## src/rtl/alu_arbiter.sv

```systemverilog
// Two-requester round-robin front end for a shared combinational ALU.
// One operation in flight at a time: accept (IDLE) -> drive ALU (EXEC) -> hold response (HOLD).
module alu_arbiter #(
  parameter int DW  = 32,
  parameter int OPW = 4
) (
  input  logic           clk,
  input  logic           rst,
  input  logic           req0_valid,
  output logic           req0_ready,
  input  logic [OPW-1:0] req0_op,
  input  logic [DW-1:0]  req0_a,
  input  logic [DW-1:0]  req0_b,
  input  logic           req1_valid,
  output logic           req1_ready,
  input  logic [OPW-1:0] req1_op,
  input  logic [DW-1:0]  req1_a,
  input  logic [DW-1:0]  req1_b,
  output logic [OPW-1:0] alu_I,
  output logic [DW-1:0]  alu_op1,
  output logic [DW-1:0]  alu_op2,
  input  logic [DW-1:0]  alu_res1,
  output logic           rsp_valid,
  input  logic           rsp_ready,
  output logic [DW-1:0]  rsp_data,
  output logic           rsp_id,
  output logic           rsp_err,
  output logic [15:0]    grant_cnt0,
  output logic [15:0]    grant_cnt1
);

  typedef enum logic [1:0] {
    IDLE = 2'd0,
    EXEC = 2'd1,
    HOLD = 2'd2
  } state_t;

  state_t         r_state;
  logic           r_last_grant;
  logic           r_id;
  logic           r_err;
  logic [OPW-1:0] r_alu_I;
  logic [DW-1:0]  r_alu_op1;
  logic [DW-1:0]  r_alu_op2;
  logic           r_rsp_valid;
  logic [DW-1:0]  r_rsp_data;
  logic           r_rsp_id;
  logic           r_rsp_err;
  logic [15:0]    r_grant_cnt0;
  logic [15:0]    r_grant_cnt1;

  logic           w_sel;
  logic           w_ready0;
  logic           w_ready1;
  logic           w_accept;
  logic [OPW-1:0] w_op;
  logic [DW-1:0]  w_a;
  logic [DW-1:0]  w_b;
  logic           w_legal;

  // A lone requester always wins; on a tie the one not granted last wins.
  assign w_sel    = (req0_valid & req1_valid) ? ~r_last_grant : ~req0_valid;
  assign w_ready0 = (r_state == IDLE) & ~rst & req0_valid & ~w_sel;
  assign w_ready1 = (r_state == IDLE) & ~rst & req1_valid &  w_sel;
  assign w_accept = w_ready0 | w_ready1;

  assign w_op    = w_sel ? req1_op : req0_op;
  assign w_a     = w_sel ? req1_a  : req0_a;
  assign w_b     = w_sel ? req1_b  : req0_b;
  assign w_legal = (w_op >= OPW'(1)) && (w_op <= OPW'(13));

  // Arbitration, ALU drive and response hold sequencing.
  always_ff @(posedge clk) begin
    if (rst) begin
      r_state      <= IDLE;
      r_last_grant <= 1'b1;
      r_id         <= 1'b0;
      r_err        <= 1'b0;
      r_alu_I      <= '0;
      r_alu_op1    <= '0;
      r_alu_op2    <= '0;
      r_rsp_valid  <= 1'b0;
      r_rsp_data   <= '0;
      r_rsp_id     <= 1'b0;
      r_rsp_err    <= 1'b0;
    end else begin
      case (r_state)
        IDLE: begin
          if (w_accept) begin
            r_state      <= EXEC;
            r_alu_I      <= w_legal ? w_op : '0;
            r_alu_op1    <= w_a;
            r_alu_op2    <= w_b;
            r_id         <= w_sel;
            r_err        <= ~w_legal;
            r_last_grant <= w_sel;
          end
        end
        EXEC: begin
          r_state     <= HOLD;
          r_rsp_valid <= 1'b1;
          r_rsp_data  <= r_err ? '0 : alu_res1;
          r_rsp_id    <= r_id;
          r_rsp_err   <= r_err;
          r_alu_I     <= '0;
          r_alu_op1   <= '0;
          r_alu_op2   <= '0;
        end
        HOLD: begin
          if (rsp_ready) begin
            r_state     <= IDLE;
            r_rsp_valid <= 1'b0;
          end
        end
        default: begin
          r_state <= IDLE;
        end
      endcase
    end
  end

  // Saturating per-requester acceptance counters.
  always_ff @(posedge clk) begin
    if (rst) begin
      r_grant_cnt0 <= 16'd0;
      r_grant_cnt1 <= 16'd0;
    end else begin
      if (w_ready0 && (r_grant_cnt0 != 16'hFFFF)) begin
        r_grant_cnt0 <= r_grant_cnt0 + 16'd1;
      end
      if (w_ready1 && (r_grant_cnt1 != 16'hFFFF)) begin
        r_grant_cnt1 <= r_grant_cnt1 + 16'd1;
      end
    end
  end

  assign req0_ready = w_ready0;
  assign req1_ready = w_ready1;
  assign alu_I      = r_alu_I;
  assign alu_op1    = r_alu_op1;
  assign alu_op2    = r_alu_op2;
  assign rsp_valid  = r_rsp_valid;
  assign rsp_data   = r_rsp_data;
  assign rsp_id     = r_rsp_id;
  assign rsp_err    = r_rsp_err;
  assign grant_cnt0 = r_grant_cnt0;
  assign grant_cnt1 = r_grant_cnt1;

endmodule

```

## config.mk

```make
export PLATFORM = sky130hd
export DESIGN_NAME = alu_arbiter
export DESIGN_NICKNAME = d
export VERILOG_FILES = /design/src/rtl/alu_arbiter.sv
export SDC_FILE = /design/constraint.sdc
export NUM_CORES = 1
export LEC_CHECK = 0
export CAP_MARGIN = 20
export CORE_AREA = 2 2 150 152
export CTS_CLUSTER_DIAMETER = 50
export DETAILED_ROUTE_END_ITERATION = 8
export DIE_AREA = 0 0 152 154
export GPL_TIMING_DRIVEN = 0
export REMOVE_ABC_BUFFERS = 1
export SYNTH_ARGS = -nofsm -noshare
export SYNTH_HDL_FRONTEND = slang
export SYNTH_SLANG_ARGS = --single-unit
export TNS_END_PERCENT = 10
```

## constraint.sdc

```tcl
create_clock -name clk -period 1.72 [get_ports clk]
set_input_delay 0.344 -clock clk [delete_from_list [all_inputs] [get_ports clk]]
set_output_delay 0.344 -clock clk [all_outputs]
set_load 0.02 [all_outputs]
```

# [Yosys cells after proc, flatten, opt, wreduce, memory -nomap -nowiden]
# Index checks and enable logic that the tools add are counted.
# W data, S select, Z words.
[totals] register_bits=140 inputBits=173 output_inout_bits=137 elab_cells=62
[classes] addsub=2 magnitude_cmp=2 eq_ne=6 mux=17 bitwise=12 n_reduce_logical=10
[op_table] cell="$mux W32" count=5
[op_table] cell="$pmux W32 S2" count=2
[op_table] cell="$add A16 B1 Y16 const B" count=2
[op_table] cell="$ne A16 B16 Y1 const B" count=2
[op_table] cell="$mux W4" count=3
[op_table] cell="$pmux W4 S2" count=1
[op_table] cell="$reduce_and A2 Y1" count=4
[op_table] cell="$and A1 B1 Y1" count=6
[op_table] cell="$pmux W2 S3" count=1
[op_table] cell="$not A1 Y1" count=5
[op_table] cell="$ge A4 B1 Y1 const B" count=1
[op_table] cell="$le A4 B4 Y1 const B" count=1
[op_table] cell="$mux W2" count=2
[op_table] cell="$ne A2 B2 Y1 const B" count=2
[op_table] cell="$reduce_bool A2 Y1" count=2
[op_table] cell="$logic_and A1 B1 Y1" count=3
[op_table] cell="$eq A2 B1 Y1 const B" count=1
[op_table] cell="$eq A2 B2 Y1 const B" count=1
[op_table] cell="$logic_not A2 Y1" count=1
[op_table] cell="$mux W1" count=2
[op_table] cell="$pmux W1 S2" count=1
[op_table] cell="$or A1 B1 Y1" count=1

# [Logic depth before layout (Yosys ltp)]
[logic_depth] depth_word=8 mapped_depth=7 depth_no_buf=6

# [Least setup slack after synthesis]
# OpenSTA, ideal clock, no wires.
[synth_path] path_type="reg-to-reg" startpoint="register r_grant_cnt0[0], in the netlist grant_cnt0[0]" endpoint="register r_grant_cnt0[12], in the netlist grant_cnt0[12]" setup_ns=0.128 arrival_time_ns=1.830 required_time_ns=1.592 slack_ns=-0.238 stages_incl_launch_ff=7 n_path_buf=0 synth_period_minus_slack_ns=1.958 cell_sequence="dfxtp_1 ha_1 nand4_2 or3_4 a2111oi_4 xnor2_1 nor2_1"
[synth_between] elab_chain_len=2 word_cells_on_any_way=3 cone_classes="1 x add/sub; 1 x eq/ne; 1 x reduce/logical"
[synth_lines] element="start: declaration" line_no="49" source="logic [15:0] r_grant_cnt0;"
[synth_lines] element="start signal: assignment" line_no="129" source="r_grant_cnt0 <= r_grant_cnt0 + 16'd1;"
[synth_lines] element="parallel branches: the longest is 2 deep, another holds $add A16 B1 Y16"
# Several ways; the timed one is not identified.
# A chain may end at the register's enable or synchronous reset.

# [Final worst setup path]
[layout_path] startpoint="register r_grant_cnt0[0], in the netlist grant_cnt0[0]" endpoint="register r_grant_cnt0[14], in the netlist grant_cnt0[14]"
# The elaborated chain is that of the path after synthesis.

==> metrics.md <==
| Metric | Value |
|---|---|
| Cts bufs inserted | `17` |
| Failing checks | `negative setup slack` |
| Kind of cell adding the most delay to the critical path | `simple AND/OR/NAND/NOR gates` |
| Final standard cell utilization of the core | `0.515` |
| Residual overflow from global routing | `0` |
| Number of DRC violations after detailed-routing iteration 0 | `between 200 and 300` |
| Cell Rows | `54` |
| Post-route worst hold slack | `0.217 ns` |
| Horizontal extent of the die | `~150 µm` |
| Global-route wire length before repair | `approximately 37000 µm` |
| Number of placed I/O pins | `310` |
| Sequential-to-total area share from yosys stat | `0.434` |
| Detail-routed via count per cell | `4.90` |
| Vias after detailed routing | `6611` |
| Clock skew after layout | `around 0.011 ns` |
| Maximum clock insertion buffer count | `2` |
| Pwr dens | `861 mW/mm²` |
| Pleak | `a little under 5 nW` |
| Max VDD drop | `0.608 mV` |
| Most used flip-flop cell after synthesis | `sky130_fd_sc_hd__dfxtp_1` |
| Routability congestion estimate from global placement | `0.736` |
| Area of the mapped netlist | `about 0.0065 mm²` |
| Number of diodes added for antenna fixing | `0` |
| Layout cell share with drive strength beyond 1 | `0.183` |
| Clock Root Buffer | `sky130_fd_sc_hd__clkbuf_16` |
| Detailed placer's ending HPWL | `between 10000 and 15000 µm` |
| F_max | `around 560 MHz` |
| Setup repair after global routing missed its margin | `yes` |
| Headroom to the max-slew limit | `0.460` |
| Register bit total from synthesis | `140` |
| Initial antenna violation count | `0` |
| Floorplan die height | `approximately 150 µm` |
| Floorplan die area | `0.0234 mm²` |
| Outcome | `complete, but fails checks` |
| Sum of routed wire length over all layers | `about 24000 µm` |
| Critical-path cell list | `ha_4 > nand4_4 > or3_4 > a2111oi_4 > xnor2_1 > nor2_1` |
| Final number of setup-violating endpoints | `6` |
| Final Hold Vio Count | `0` |
| Arrival time of data at the critical path endpoint | `approximately 2.1 ns` |
| Routed WL per cell | `~18 µm` |
| Type of element capturing the critical path | `register` |
| Reg clk slew, reported paths | `0.06 ns` |
| Clock tree from TritonCTS | `yes` |
| Highest cell delay on the worst timing path | `0.44 ns` |
| Proportion of register bits with asynchronous set or reset after synthesis | `0` |
| Total DRC errors in the routed layout | `0` |
| Critical path class | `register to register` |
| Yosys warning total | `0` |
| Buf/Inv on CP | `0` |
| Required arrival time at the worst endpoint | `around 2.0 ns` |
| Max-slew violation count | `0` |
| Number of flops mapped to enable cells by yosys | `0` |
| Slew of the pin with the lowest slew margin | `0.809 ns` |
| Maximum number of pins on one net before global-route repair | `69` |
| Area growth from synthesis to final layout | `73.1%` |
| Final cycle utilization of the critical path | `1.04` |
| Mapped Cells | `approximately 750` |
| Via count of the first global-routing pass | `6414` |
| Starting utilization of the core area | `0.298` |
| Global router's overall resource usage | `0.199` |
| Number of H-tree levels | `4` |
| Port Buffer Count | `a little over 300` |
| Core Footprint | `0.0217 mm²` |
| Critical-path cell with the highest stage delay | `sky130_fd_sc_hd__or3_4` |
| Number of nets in the layout | `around 1200` |
| Max FO, Critical Path | `5` |
| Average cell area after synthesis | `just under 9 µm²` |
| ANT nets after route | `0` |
| Source-to-sink clock delay at the later pin of the worst-skew pair | `just over 0.4 ns` |
| Number of optimization iterations in the first detailed-route pass | `4` |
| Post-placement setup slack | `-1.18 ns` |
| PnR worst setup slack | `-0.0710 ns` |
| Max-cap violations | `0` |
| Minimum clock period after layout | `around 1.8 ns` |
| Type of element launching the critical path | `register` |
| Worst-case register-to-register setup slack | `-0.07 ns` |
| Number of library cell types mapped by synthesis | `48` |
| Fill cell count | `between 2000 and 2500` |
| Type of the worst min-delay path | `input pin to register` |
| Clock sink count | `140` |
==> per-layer routing <==
metal	vias up	routed length, µm	track usage
met4	0	461	0.0565
met5	-	0	0
met1	3159	10600	0.249
met3	27	1080	0.0479
met2	168	11900	0.343
li1	3257	-	-
==> worst reg2reg max path: cells and delay by family, from the launching register on <==
kind                     cells  cell delay [ns]
XOR/XNOR                     1             0.16
adder cells (fa/ha/maj)      1             0.16
flip-flops                   1             0.38
AND/OR/NAND/NOR              3             0.65
AO/OA/AOI/OAI                1             0.34
==> area by class of cell <==
cell class | count | area (µm²) | area share
timing repair buffer | 348 | 3680 | 0.329
tap | 280 | 350 | 0.0314
multi-input combinational | 542 | 3620 | 0.324
inverter | 8 | 35.0 | 0.00314
clock inverter | 10 | 188 | 0.0168
sequential | 140 | 2830 | 0.253
timing repair inverter | 1 | 6.26 | 0.000560
clock buffer | 20 | 467 | 0.0418
==> through the flow <==
stage | cells | power, mW | setup TNS, ns | area (µm²)
after floorplan | 688 | 4.40 | -415.41 | 6210
after global placement | 1277 | 5.39 | -1158.74 | 9650
after detailed placement | 1284 | 5.42 | -75.53 | 9860
after CTS | 1337 | 9.70 | -0.791 | 10900
after global routing | 1349 | 10.0 | -1.82 | 11200
final | 1349 | 9.62 | -0.107 | 11200
==> flip-flops by register name, summed over array words and instances, names as in the netlist <==
name	flops
r_id	1
rsp_data	32
rsp_id	1
r_state	2
alu_I	4
grant_cnt1	16
r_err	1
alu_op2	32
grant_cnt0	16
r_last_grant	1
rsp_valid	1
alu_op1	32
rsp_err	1
==> where the power goes <==
group | total, mW | internal, mW | switching [mW]
logic | 2.00 | 1.04 | 0.960
clock network | 4.12 | 2.68 | 1.44
registers | 3.51 | 3.41 | 0.0960
==> what timing repair did <==
item	4_1_cts	5_1_grt
pin swaps	10	9
buffers inserted	14	11
gates cloned	9	1
hold buffers	0	0
gates resized for setup	161	62
setup endpoints to repair	212	128
==> kinds of logic after synthesis <==
logic type | after synthesis | share of synthesized area
simple gates | 318 | 0.257
mux | 69 | 0.119
buf+inv | 66 | 0.0428
compound gates | 128 | 0.111
fa+ha+maj | 2 | 0.00388
xor+xnor | 23 | 0.0312
flops | 140 | 0.434
==> final timing paths <==
check                                 endpoint  depth (start not counted)          start
worst max-delay path            grant_cnt0[14]                          6  grant_cnt0[0]
worst min-delay path               alu_op2[18]                          2            rst
worst max register to register  grant_cnt0[14]                          6  grant_cnt0[0]
worst min register to register          rsp_id                          2           r_id
==> synth_stat cells (2+ instances only) <==
master | count | area share
sky130_fd_sc_hd__nand3b_1 | 2 | 0.0023
sky130_fd_sc_hd__nor4_1 | 10 | 0.0097
sky130_fd_sc_hd__buf_1 | 6 | 0.0035
sky130_fd_sc_hd__a31oi_1 | 2 | 0.0019
sky130_fd_sc_hd__a311oi_1 | 2 | 0.0027
sky130_fd_sc_hd__nor3_1 | 6 | 0.0047
sky130_fd_sc_hd__clkbuf_1 | 36 | 0.021
sky130_fd_sc_hd__nor2_1 | 62 | 0.036
sky130_fd_sc_hd__ha_1 | 2 | 0.0039
sky130_fd_sc_hd__nand2b_1 | 3 | 0.0029
sky130_fd_sc_hd__nand2_1 | 86 | 0.050
sky130_fd_sc_hd__dfxtp_1 | 140 | 0.43
sky130_fd_sc_hd__buf_2 | 14 | 0.011
sky130_fd_sc_hd__and3_1 | 2 | 0.0019
sky130_fd_sc_hd__mux2i_1 | 5 | 0.0078
sky130_fd_sc_hd__nor4_2 | 3 | 0.0058
sky130_fd_sc_hd__mux2_2 | 64 | 0.11
sky130_fd_sc_hd__a2111oi_4 | 2 | 0.0085
sky130_fd_sc_hd__a21oi_1 | 110 | 0.085
sky130_fd_sc_hd__inv_1 | 8 | 0.0047
sky130_fd_sc_hd__and4_1 | 2 | 0.0027
sky130_fd_sc_hd__or3_1 | 3 | 0.0029
sky130_fd_sc_hd__nand3_1 | 80 | 0.062
sky130_fd_sc_hd__xnor2_1 | 23 | 0.031
sky130_fd_sc_hd__o21ai_0 | 5 | 0.0039
sky130_fd_sc_hd__nand4_1 | 13 | 0.013
sky130_fd_sc_hd__nor3b_1 | 34 | 0.040
==> cell usage in the layout (no fill, tap or decap), types with 5 or more instances in the layout <==
cell type and instances:
sky130_fd_sc_hd__buf_16 9, sky130_fd_sc_hd__nand2_1 82, sky130_fd_sc_hd__nor4_4 5, sky130_fd_sc_hd__buf_6 7, sky130_fd_sc_hd__dfxtp_1 127, sky130_fd_sc_hd__buf_4 17, sky130_fd_sc_hd__inv_1 6, sky130_fd_sc_hd__nand3_1 78
sky130_fd_sc_hd__nand4_1 13, sky130_fd_sc_hd__mux2_2 64, sky130_fd_sc_hd__a21oi_1 106, sky130_fd_sc_hd__dlymetal6s2s_1 27, sky130_fd_sc_hd__xnor2_1 23, sky130_fd_sc_hd__nor4_1 6, sky130_fd_sc_hd__clkdlybuf4s50_1 169, sky130_fd_sc_hd__bufinv_16 5
sky130_fd_sc_hd__dfxtp_2 9, sky130_fd_sc_hd__dlygate4sd2_1 109, sky130_fd_sc_hd__nor2_1 62, sky130_fd_sc_hd__nor3b_1 33, sky130_fd_sc_hd__mux2i_1 5, sky130_fd_sc_hd__clkbuf_16 18
Note: power is estimated with default switching activity, not from simulation.
